`config.mk`:
```
export PLATFORM = sky130hd
export DESIGN_NAME = fetch_unit
export DESIGN_NICKNAME = d
export VERILOG_FILES = /design/src/rtl/fetch_unit.sv
export SDC_FILE = /design/constraint.sdc
export NUM_CORES = 1
export LEC_CHECK = 0
export ABC_AREA = 1
export CORE_ASPECT_RATIO = 0.5
export CORE_MARGIN = 2
export CORE_UTILIZATION = 30
export DETAILED_ROUTE_END_ITERATION = 12
export GPL_ROUTABILITY_DRIVEN = 0
export PLACE_DENSITY = 0.49
export SYNTH_ARGS = -nofsm -noshare
export SYNTH_HDL_FRONTEND = slang
export SYNTH_SLANG_ARGS = --single-unit
```
`constraint.sdc`:
```
create_clock -name clk -period 5.2 [get_ports clk]
set_input_delay 1.04 -clock clk [delete_from_list [all_inputs] [get_ports clk]]
set_output_delay 1.04 -clock clk [all_outputs]
set_load 0.005 [all_outputs]
```
`src/rtl/fetch_unit.sv`:
```
// fetch_unit: RV32I fetch stage; owns the PC, issues in-order word requests, buffers responses for decode
//   clk, rst                      clock, async active-high reset
//   imem_req_valid/ready/addr     request channel to instruction memory
//   imem_rsp_valid/data           in-order responses, no backpressure
//   redirect_valid/pc             one-cycle redirect from execute
//   instr_valid/ready, instr, instr_pc   head of the instruction buffer to decode
module fetch_unit #(
    parameter logic [31:0] RESET_PC  = 32'h0000_0000,
    parameter int          BUF_DEPTH = 2
) (
    input  logic        clk,
    input  logic        rst,
    output logic        imem_req_valid,
    input  logic        imem_req_ready,
    output logic [31:0] imem_req_addr,
    input  logic        imem_rsp_valid,
    input  logic [31:0] imem_rsp_data,
    input  logic        redirect_valid,
    input  logic [31:0] redirect_pc,
    output logic        instr_valid,
    input  logic        instr_ready,
    output logic [31:0] instr,
    output logic [31:0] instr_pc
);
    localparam int CW = $clog2(BUF_DEPTH) + 1;
    localparam int PW = $clog2(BUF_DEPTH);
    localparam logic [CW:0] DEPTH_W = BUF_DEPTH[CW:0];

    typedef enum logic {BOOT, RUN} state_t;

    state_t        state_q, state_d;
    logic [31:0]   fetch_pc_q, fetch_pc_d, deliver_pc_q, deliver_pc_d;
    logic [CW-1:0] out_q, out_d, drop_q, drop_d, cnt_q, cnt_d;
    logic [PW-1:0] rd_q, rd_d, wr_q, wr_d;
    logic [31:0]   mem_q [BUF_DEPTH];
    logic          req_fire, push, pop;
    logic [31:0]   redirect_tgt;

    always_ff @(posedge clk or posedge rst)
        if (rst) state_q <= BOOT;
        else     state_q <= state_d;

    always_comb state_d = RUN;

    // Credits cover both in-flight and buffered words, so the buffer can never overflow.
    always_comb begin
        imem_req_valid = (state_q == RUN) && ({1'b0, out_q} + {1'b0, cnt_q} < DEPTH_W) && !redirect_valid;
        instr_valid    = (cnt_q != '0) && !redirect_valid;
    end

    assign imem_req_addr = fetch_pc_q;
    assign instr         = mem_q[rd_q];
    assign instr_pc      = deliver_pc_q;
    assign req_fire      = imem_req_valid && imem_req_ready;
    assign pop           = instr_valid && instr_ready;
    // Responses to requests issued before a redirect are stale and must never reach decode.
    assign push          = imem_rsp_valid && (drop_q == '0) && !redirect_valid;
    assign redirect_tgt  = redirect_pc & 32'hFFFF_FFFC;

    always_comb begin
        fetch_pc_d   = redirect_valid ? redirect_tgt : req_fire ? fetch_pc_q + 32'd4 : fetch_pc_q;
        deliver_pc_d = redirect_valid ? redirect_tgt : pop ? deliver_pc_q + 32'd4 : deliver_pc_q;
        out_d        = out_q + CW'(req_fire) - CW'(imem_rsp_valid);
        drop_d       = redirect_valid ? out_d : drop_q - CW'(imem_rsp_valid && (drop_q != '0));
        cnt_d        = redirect_valid ? '0 : cnt_q + CW'(push) - CW'(pop);
        rd_d         = redirect_valid ? '0 : rd_q + PW'(pop);
        wr_d         = redirect_valid ? '0 : wr_q + PW'(push);
    end

    always_ff @(posedge clk or posedge rst)
        if (rst) begin
            fetch_pc_q   <= RESET_PC;
            deliver_pc_q <= RESET_PC;
            out_q        <= '0;
            drop_q       <= '0;
            cnt_q        <= '0;
            rd_q         <= '0;
            wr_q         <= '0;
            mem_q        <= '{default: '0};
        end else begin
            fetch_pc_q   <= fetch_pc_d;
            deliver_pc_q <= deliver_pc_d;
            out_q        <= out_d;
            drop_q       <= drop_d;
            cnt_q        <= cnt_d;
            rd_q         <= rd_d;
            wr_q         <= wr_d;
            if (push) mem_q[wr_q] <= imem_rsp_data;
        end
endmodule

```
## After elaboration in Yosys (flattened, before gate mapping)

Index checks and enable logic that the tools add are counted.

| operators by class | value |
|---|---|
| div/mod/pow operators | 0 |
| bitwise logic cells | 2 |
| reduce and logical (&&, ||, !) cells | 15 |
| $lt $le $gt $ge | 4 |
| mux-type cells | 14 |
| shift operators | 0 |
| equality and inequality tests | 0 |
| $add $sub $neg | 10 |
| multiply operators | 0 |

Operator list:

| kind | count |
|---|---|
| 32-bit 2-to-1 mux | 8 |
| 32-bit by 3-bit adder with 32-bit output, second input constant | 2 |
| 64-bit bitwise mux | 1 |
| 32-bit demux with 1-bit select | 1 |
| 1-bit logical AND | 9 |
| 2-bit nonzero test | 4 |
| 2-bit by 1-bit subtractor with 2-bit output | 3 |
| 2-bit by 1-bit adder with 2-bit output | 2 |
| 2-bit greater-or-equal comparator, second input constant | 2 |
| 2-bit 2-to-1 mux | 2 |
| 1-bit inverter with 2-bit output | 2 |
| 2-bit by 2-bit adder with 3-bit output | 1 |
| 3-bit by 2-bit < comparator with 1-bit output, second input constant | 1 |
| 1-bit adder | 2 |
| 2-bit zero test | 1 |
| 2-bit by 1-bit < comparator with 1-bit output, second input constant | 1 |
| 1-bit 2-to-1 mux | 2 |
| 1-bit zero test | 1 |

| storage, ports and cells | value |
|---|---|
| memories kept | 0 |
| register bits after elaboration | 137 |
| bits in latches | 0 |
| bits in read-only memories | 0 |
| RAM bits | 0 |
| logic and storage cells | 55 |

## Longest topological paths before layout

| depth | value |
|---|---|
| word-level depth | 8 |
| gate-level depth with buffers | 13 |

## Worst setup path after synthesis

No wires, ideal clock.

| path | value |
|---|---|
| path type | input-to-reg |
| from | input redirect_valid |
| to | register mem_q[0] (netlist name) |
| buffers on the path | 4 |
| data required time | 5.075 ns |
| stages on the path | 7 |
| setup slack | 2.377 ns |
| arrival time | 2.698 ns |
| path through | buf_6 -> clkbuf_1 -> nor4_1 -> ha_1 -> clkbuf_1 -> buf_2 -> mux2_2 |

| on the way | value |
|---|---|
| word-level cells in the longest chain between the ends | 2 |

RTL lines:

| item | line | text |
|---|---|---|
| from (decl) | 18 | `input logic redirect_valid,` |
| 1-bit zero test | 57 | `assign push = imem_rsp_valid && (drop_q == '0) && !redirect_valid;` |
| 1-bit logical AND | 57 |  |
| to (signal, indexed assignment) | 88 | `if (push) mem_q[wr_q] <= imem_rsp_data;` |
| to (decl) | 35 | `logic [31:0] mem_q [BUF_DEPTH];` |

Every way passes these cells.
A chain may end at the register's enable or synchronous reset.

## Final worst setup path

| path | value |
|---|---|
| from | input redirect_valid |
| to | register fetch_pc_q[18] (netlist: imem_req_addr[18]) |

| on the way | value |
|---|---|
| word-level cells in the longest chain between the ends | 4 |
| elaborated cells on any way between the ends | 5 |

RTL lines:

| item | line | text |
|---|---|---|
| 1-bit zero test | 47 | `imem_req_valid = (state_q == RUN) && ({1'b0, out_q} + {1'b0, cnt_q} < DEPTH_W) && !redirect_valid;` |
| 1-bit logical AND | 47 |  |
| 1-bit logical AND | 54 | `assign req_fire = imem_req_valid && imem_req_ready;` |
| 2-bit nonzero test (no source line) | -- |  |
| to (signal assigned) | 81 | `fetch_pc_q <= fetch_pc_d;` |
| to (decl) | 32 | `logic [31:0] fetch_pc_q, fetch_pc_d, deliver_pc_q, deliver_pc_d;` |

Parallel ways exist; a longest one is shown, timed or not.

==> results.md <==
STA:
- The max-slew violation count is 0.
- The period utilization is 78.7%.
- The aggregate negative setup slack is 0 ps.
- Measured against its own limit, the worst slew margin works out to 27.3%.
- The shortest clock period the worst path allows after layout is 4090 ps.
- Setup repair after global routing left no endpoint under its margin.
- The final hold violation count is 0.
- For the pin with the worst max-slew slack, the measured transition is 1090 ps.
- Setup violations remaining at the end of the flow were counted as 0.
- The setup clock skew after layout is 6.19 ps.
- For this run, the top clock speed supported by timing is 244 MHz.
- The worst path meets setup with 1110 ps of slack.

Detailed routing:
- The DRC marker count from the first detailed-route iteration is 494.
- For this run, the detailed router's first-pass iteration total came to 5.
- In the routed layout, each cell is associated on average with a via count of 4.70.
- For this block, the via count after detailed routing is 6,801.
- The aggregate routed wire length is 22.9 mm.
- The mean routed wirelength per cell is 15.8 microns.
- The number of routed nets with antenna violations is 0.
- The DRC violations left is 0.

Yosys:
- A synthesized cell averages 7.88 sq um.
- The post-synthesis instance area is 7480 sq um.
- For this run, the leading register cell type out of synthesis is sky130_fd_sc_hd__dfrtp_1.
- Counting flops with a built-in enable in the synthesized netlist gives 0.
- For this run, the register share of the synthesized area comes to 44.5%.
- Counting flops with an async set or reset pin after synthesis yields a share of 100%.
- The number of warnings printed during yosys synthesis is 0.
- The post-synthesis cell type count is 39.
- After synthesis the netlist holds a flip-flop and latch count of 133.
- Synthesis produced 950 cells.

CTS:
- The number of buffers added to fix hold violations after cts is 0.
- Once the clock tree was built, the resizer swapped 0 gates to a different size.
- The post-CTS setup buffer count is 0.
- The number of clock buffers added by TritonCTS is 17.
- The number of sinks driven by the clock tree is 133.
- The TritonCTS clock tree is done.
- The clock transition at the register clock pins on the worst setup and hold paths after CTS is 60 ps.
- The longest clock path from root to sink contains 2 buffers.
- CTS placed an instance of sky130_fd_sc_hd__clkbuf_16 at the clock tree root.
- The source-to-sink clock delay at the later pin of the worst-skew pair is 440 ps.
- The H-tree was split into 4 levels.

Setup path:
- STA classifies the critical path startpoint as a primary input.
- The required time of the worst setup path is 5510 ps.
- The start-to-end type of the worst setup path is primary input to flip-flop.
- The arrival time of the worst setup path is 4400 ps.
- The cell repeated most along the worst path is sky130_fd_sc_hd__nand2_1.
- The critical path goes through clkdlybuf4s50_1 > inv_2 > nand4_1 > nand2_1 > inv_1 > nand2_1 > nand2_1 > o21bai_1.
- The slowest stage of the critical path belongs to the cell sky130_fd_sc_hd__nand2_1.
- The reg2reg setup slack is 1880 ps.
- The capturing element type of the critical path is a flip-flop.
- The maximum fanout encountered on the critical timing path is 22.
- In this design, the stage delay of the slowest critical-path cell is 830 ps.

Floorplan:
- The total core area is 24,200 sq um.
- The die is 227 microns wide.
- The initialized floorplan defines 40 standard-cell rows.
- The number of top-level pins is 168.
- The die is 116 microns tall.
- Once the floorplan was initialized, standard cells occupied 30.9% of the core.
- The die footprint is 26,300 sq um.

Placed design:
- The pre-CTS setup slack is 573 ps.
- The count of buffers added on input and output ports is 161.
- After legalization and detailed placement, the total HPWL measured 16.7 mm.
- The cell count after placement is 1,415.

Final layout:
- 0 antenna diodes ended up in the layout.
- The post-route netlist has 10.0% of its cells at a drive strength greater than 1.
- The finished layout holds 1,446 standard cells, fillers aside.
- The final layout contains 1,178 nets.
- Counting the fill cells in the layout gives 2,484.
- From synthesis to final layout, the design area changed by 32.9%.
- The utilization of the core after routing is 41.1%.

Power and ir drop:
- The worst supply voltage drop on vdd is 0.250 mV.
- The design draws 4.01 mW.
- Dividing total power by cell area gives a power density of 403 nW/um^2.
- The leakage component of the power is 4.40 nW.

Global routing:
- The overall routing resource usage is 18.3%.
- The number of antenna violations at the first check in global routing is 0.
- The global-route wire length before repair is 36.2 mm.
- Entering global routing, the biggest net connects 74 pins.
- The total grt overflow is 0.
- The number of global-route vias before repair is 6,434.

Worst hold path:
- The path class of the tightest hold or removal check is flip-flop to flip-flop.

Flow run:
- Max-cap violations in this run came to 0.

Outcome:
- The flow ran to the end, and the final reports show no timing, DRC or antenna violations.
state kept, by name, indices dropped and copies added (netlist names):
register,count
mem_q,64
imem_req_addr,30
instr_pc,30
cnt_q,2
drop_q,2
out_q,2
rd_q,1
state_q,1
wr_q,1
worst max-delay path, delay by kind of cell:
family          cells  cell delay (ps)
simple gates        4             1650
buf+inv             3             1560
compound gates      1              140
power by group:
part | leakage [nW] | internal [mW] | total (mW) | switching (mW)
clock | 0.283 | 0.739 | 1.20 | 0.466
combinational | 2.47 | 0.676 | 1.25 | 0.569
sequential | 1.65 | 1.33 | 1.56 | 0.235
total | 4.40 | 2.74 | 4.01 | 1.27
layout by cell type, fill, tap and decap left out, drive strengths merged:
master         synthesis  layout
nor2                  86      86
conb                   2       5
nand3                 64      64
nand2                284     284
dfrtp                133     133
ha                     9       9
nor4                   1       1
xnor2                  9       9
o21a                   2       2
clkinvlp               0       1
o21bai                 3       3
fa                     1       1
a22oi                  2       2
o21ai                 90      90
xor2                  16      16
a31oi                  3       3
o211ai                11      11
nand4                 11      11
clkinv                 0       5
a21oi                 10      10
o221ai                 5       5
buf                   19       5
inv                  112     112
nor3b                  3       3
nand3b                 5       5
clkdlybuf4s50          0     161
bufinv                 0       2
mux2                  32      32
a21boi                 6       6
nor3                  10      10
clkbuf                21      23
routing by layer:
metal | track usage (%) | vias up | share of wire [%]
li1 | - | 3348 | -
met1 | 24.2 | 3281 | 47
met2 | 29.8 | 146 | 47
met3 | 3.93 | 26 | 4.3
met4 | 6.67 | 0 | 1.7
met5 | 0 | - | 0
synth_stat cells, types with 2 or more instances:
| library cell | n | area (sq um) |
|---|---|---|
| sky130_fd_sc_hd__o21a_1 | 2 | 15.0 |
| sky130_fd_sc_hd__nor3_1 | 10 | 50.1 |
| sky130_fd_sc_hd__conb_1 | 2 | 7.51 |
| sky130_fd_sc_hd__inv_1 | 106 | 398 |
| sky130_fd_sc_hd__clkbuf_1 | 21 | 78.8 |
| sky130_fd_sc_hd__a21oi_1 | 9 | 45.0 |
| sky130_fd_sc_hd__a21boi_0 | 6 | 45.0 |
| sky130_fd_sc_hd__xnor2_1 | 9 | 78.8 |
| sky130_fd_sc_hd__o21ai_1 | 7 | 35.0 |
| sky130_fd_sc_hd__nand2_1 | 273 | 1020 |
| sky130_fd_sc_hd__nand4_1 | 11 | 68.8 |
| sky130_fd_sc_hd__o221ai_1 | 5 | 43.8 |
| sky130_fd_sc_hd__nand3_1 | 62 | 310 |
| sky130_fd_sc_hd__nand3b_1 | 5 | 37.5 |
| sky130_fd_sc_hd__o21ai_0 | 82 | 410 |
| sky130_fd_sc_hd__buf_6 | 2 | 22.5 |
| sky130_fd_sc_hd__nor2_2 | 12 | 75.1 |
| sky130_fd_sc_hd__nor3b_1 | 3 | 22.5 |
| sky130_fd_sc_hd__o21bai_1 | 3 | 22.5 |
| sky130_fd_sc_hd__a31oi_1 | 3 | 18.8 |
| sky130_fd_sc_hd__nand2_4 | 3 | 33.8 |
| sky130_fd_sc_hd__buf_2 | 10 | 50.1 |
| sky130_fd_sc_hd__o211ai_1 | 11 | 82.6 |
| sky130_fd_sc_hd__nor2_1 | 64 | 240 |
| sky130_fd_sc_hd__xor2_1 | 16 | 140 |
| sky130_fd_sc_hd__a22oi_1 | 2 | 15.0 |
| sky130_fd_sc_hd__inv_2 | 6 | 22.5 |
| sky130_fd_sc_hd__nor2_4 | 10 | 113 |
| sky130_fd_sc_hd__nand2_2 | 8 | 50.1 |
| sky130_fd_sc_hd__dfrtp_1 | 133 | 3330 |
| sky130_fd_sc_hd__ha_1 | 9 | 113 |
| sky130_fd_sc_hd__buf_4 | 7 | 52.6 |
| sky130_fd_sc_hd__mux2_2 | 32 | 360 |
cell families after synthesis:
kind of cell               count (synthesis)  synth area share, %
adders and majority gates                 10                 1.77
other                                      2                0.100
muxes                                     32                 4.82
AOI/OAI and AO/OA                        132                 10.0
DFF                                      133                 44.5
buffers and inverters                    152                 8.34
and+or+nand+nor                          464                 27.5
xor gates and xnor gates                  25                 2.93
layout make-up:
cell class	instances	area, sq um	area share (%)
Inverter	112	425	4.28
Timing Repair Buffer	166	1650	16.6
Sequential cell	133	3330	33.5
Multi-Input combinational cell	668	3540	35.6
Clock inverter	8	100	1.01
Tap cell	336	420	4.23
Clock buffer	23	478	4.81
per-stage QoR:
step           cell area, sq um  hold slack (ps)
3_3_place_gp               9370              488
5_1_grt                    9950              527
2_1_floorplan              7490              481
4_1_cts                    9950              509
3_5_place_dp               9370              496
6_report                   9950              505
final timing paths:
| path | from | to | depth (start not counted) |
|---|---|---|---|
| setup / recovery | redirect_valid | imem_req_addr[18] | 8 |
| hold / removal | mem_q[23] | mem_q[23] | 1 |
| setup reg to reg | cnt_q[0] | imem_req_addr[18] | 10 |
| hold reg to reg | mem_q[23] | mem_q[23] | 1 |
| max in group asynchronous | rst | mem_q[0] | 3 |
| min in group asynchronous | rst | mem_q[43] | 2 |
Note: power is estimated with default switching activity, not from simulation.
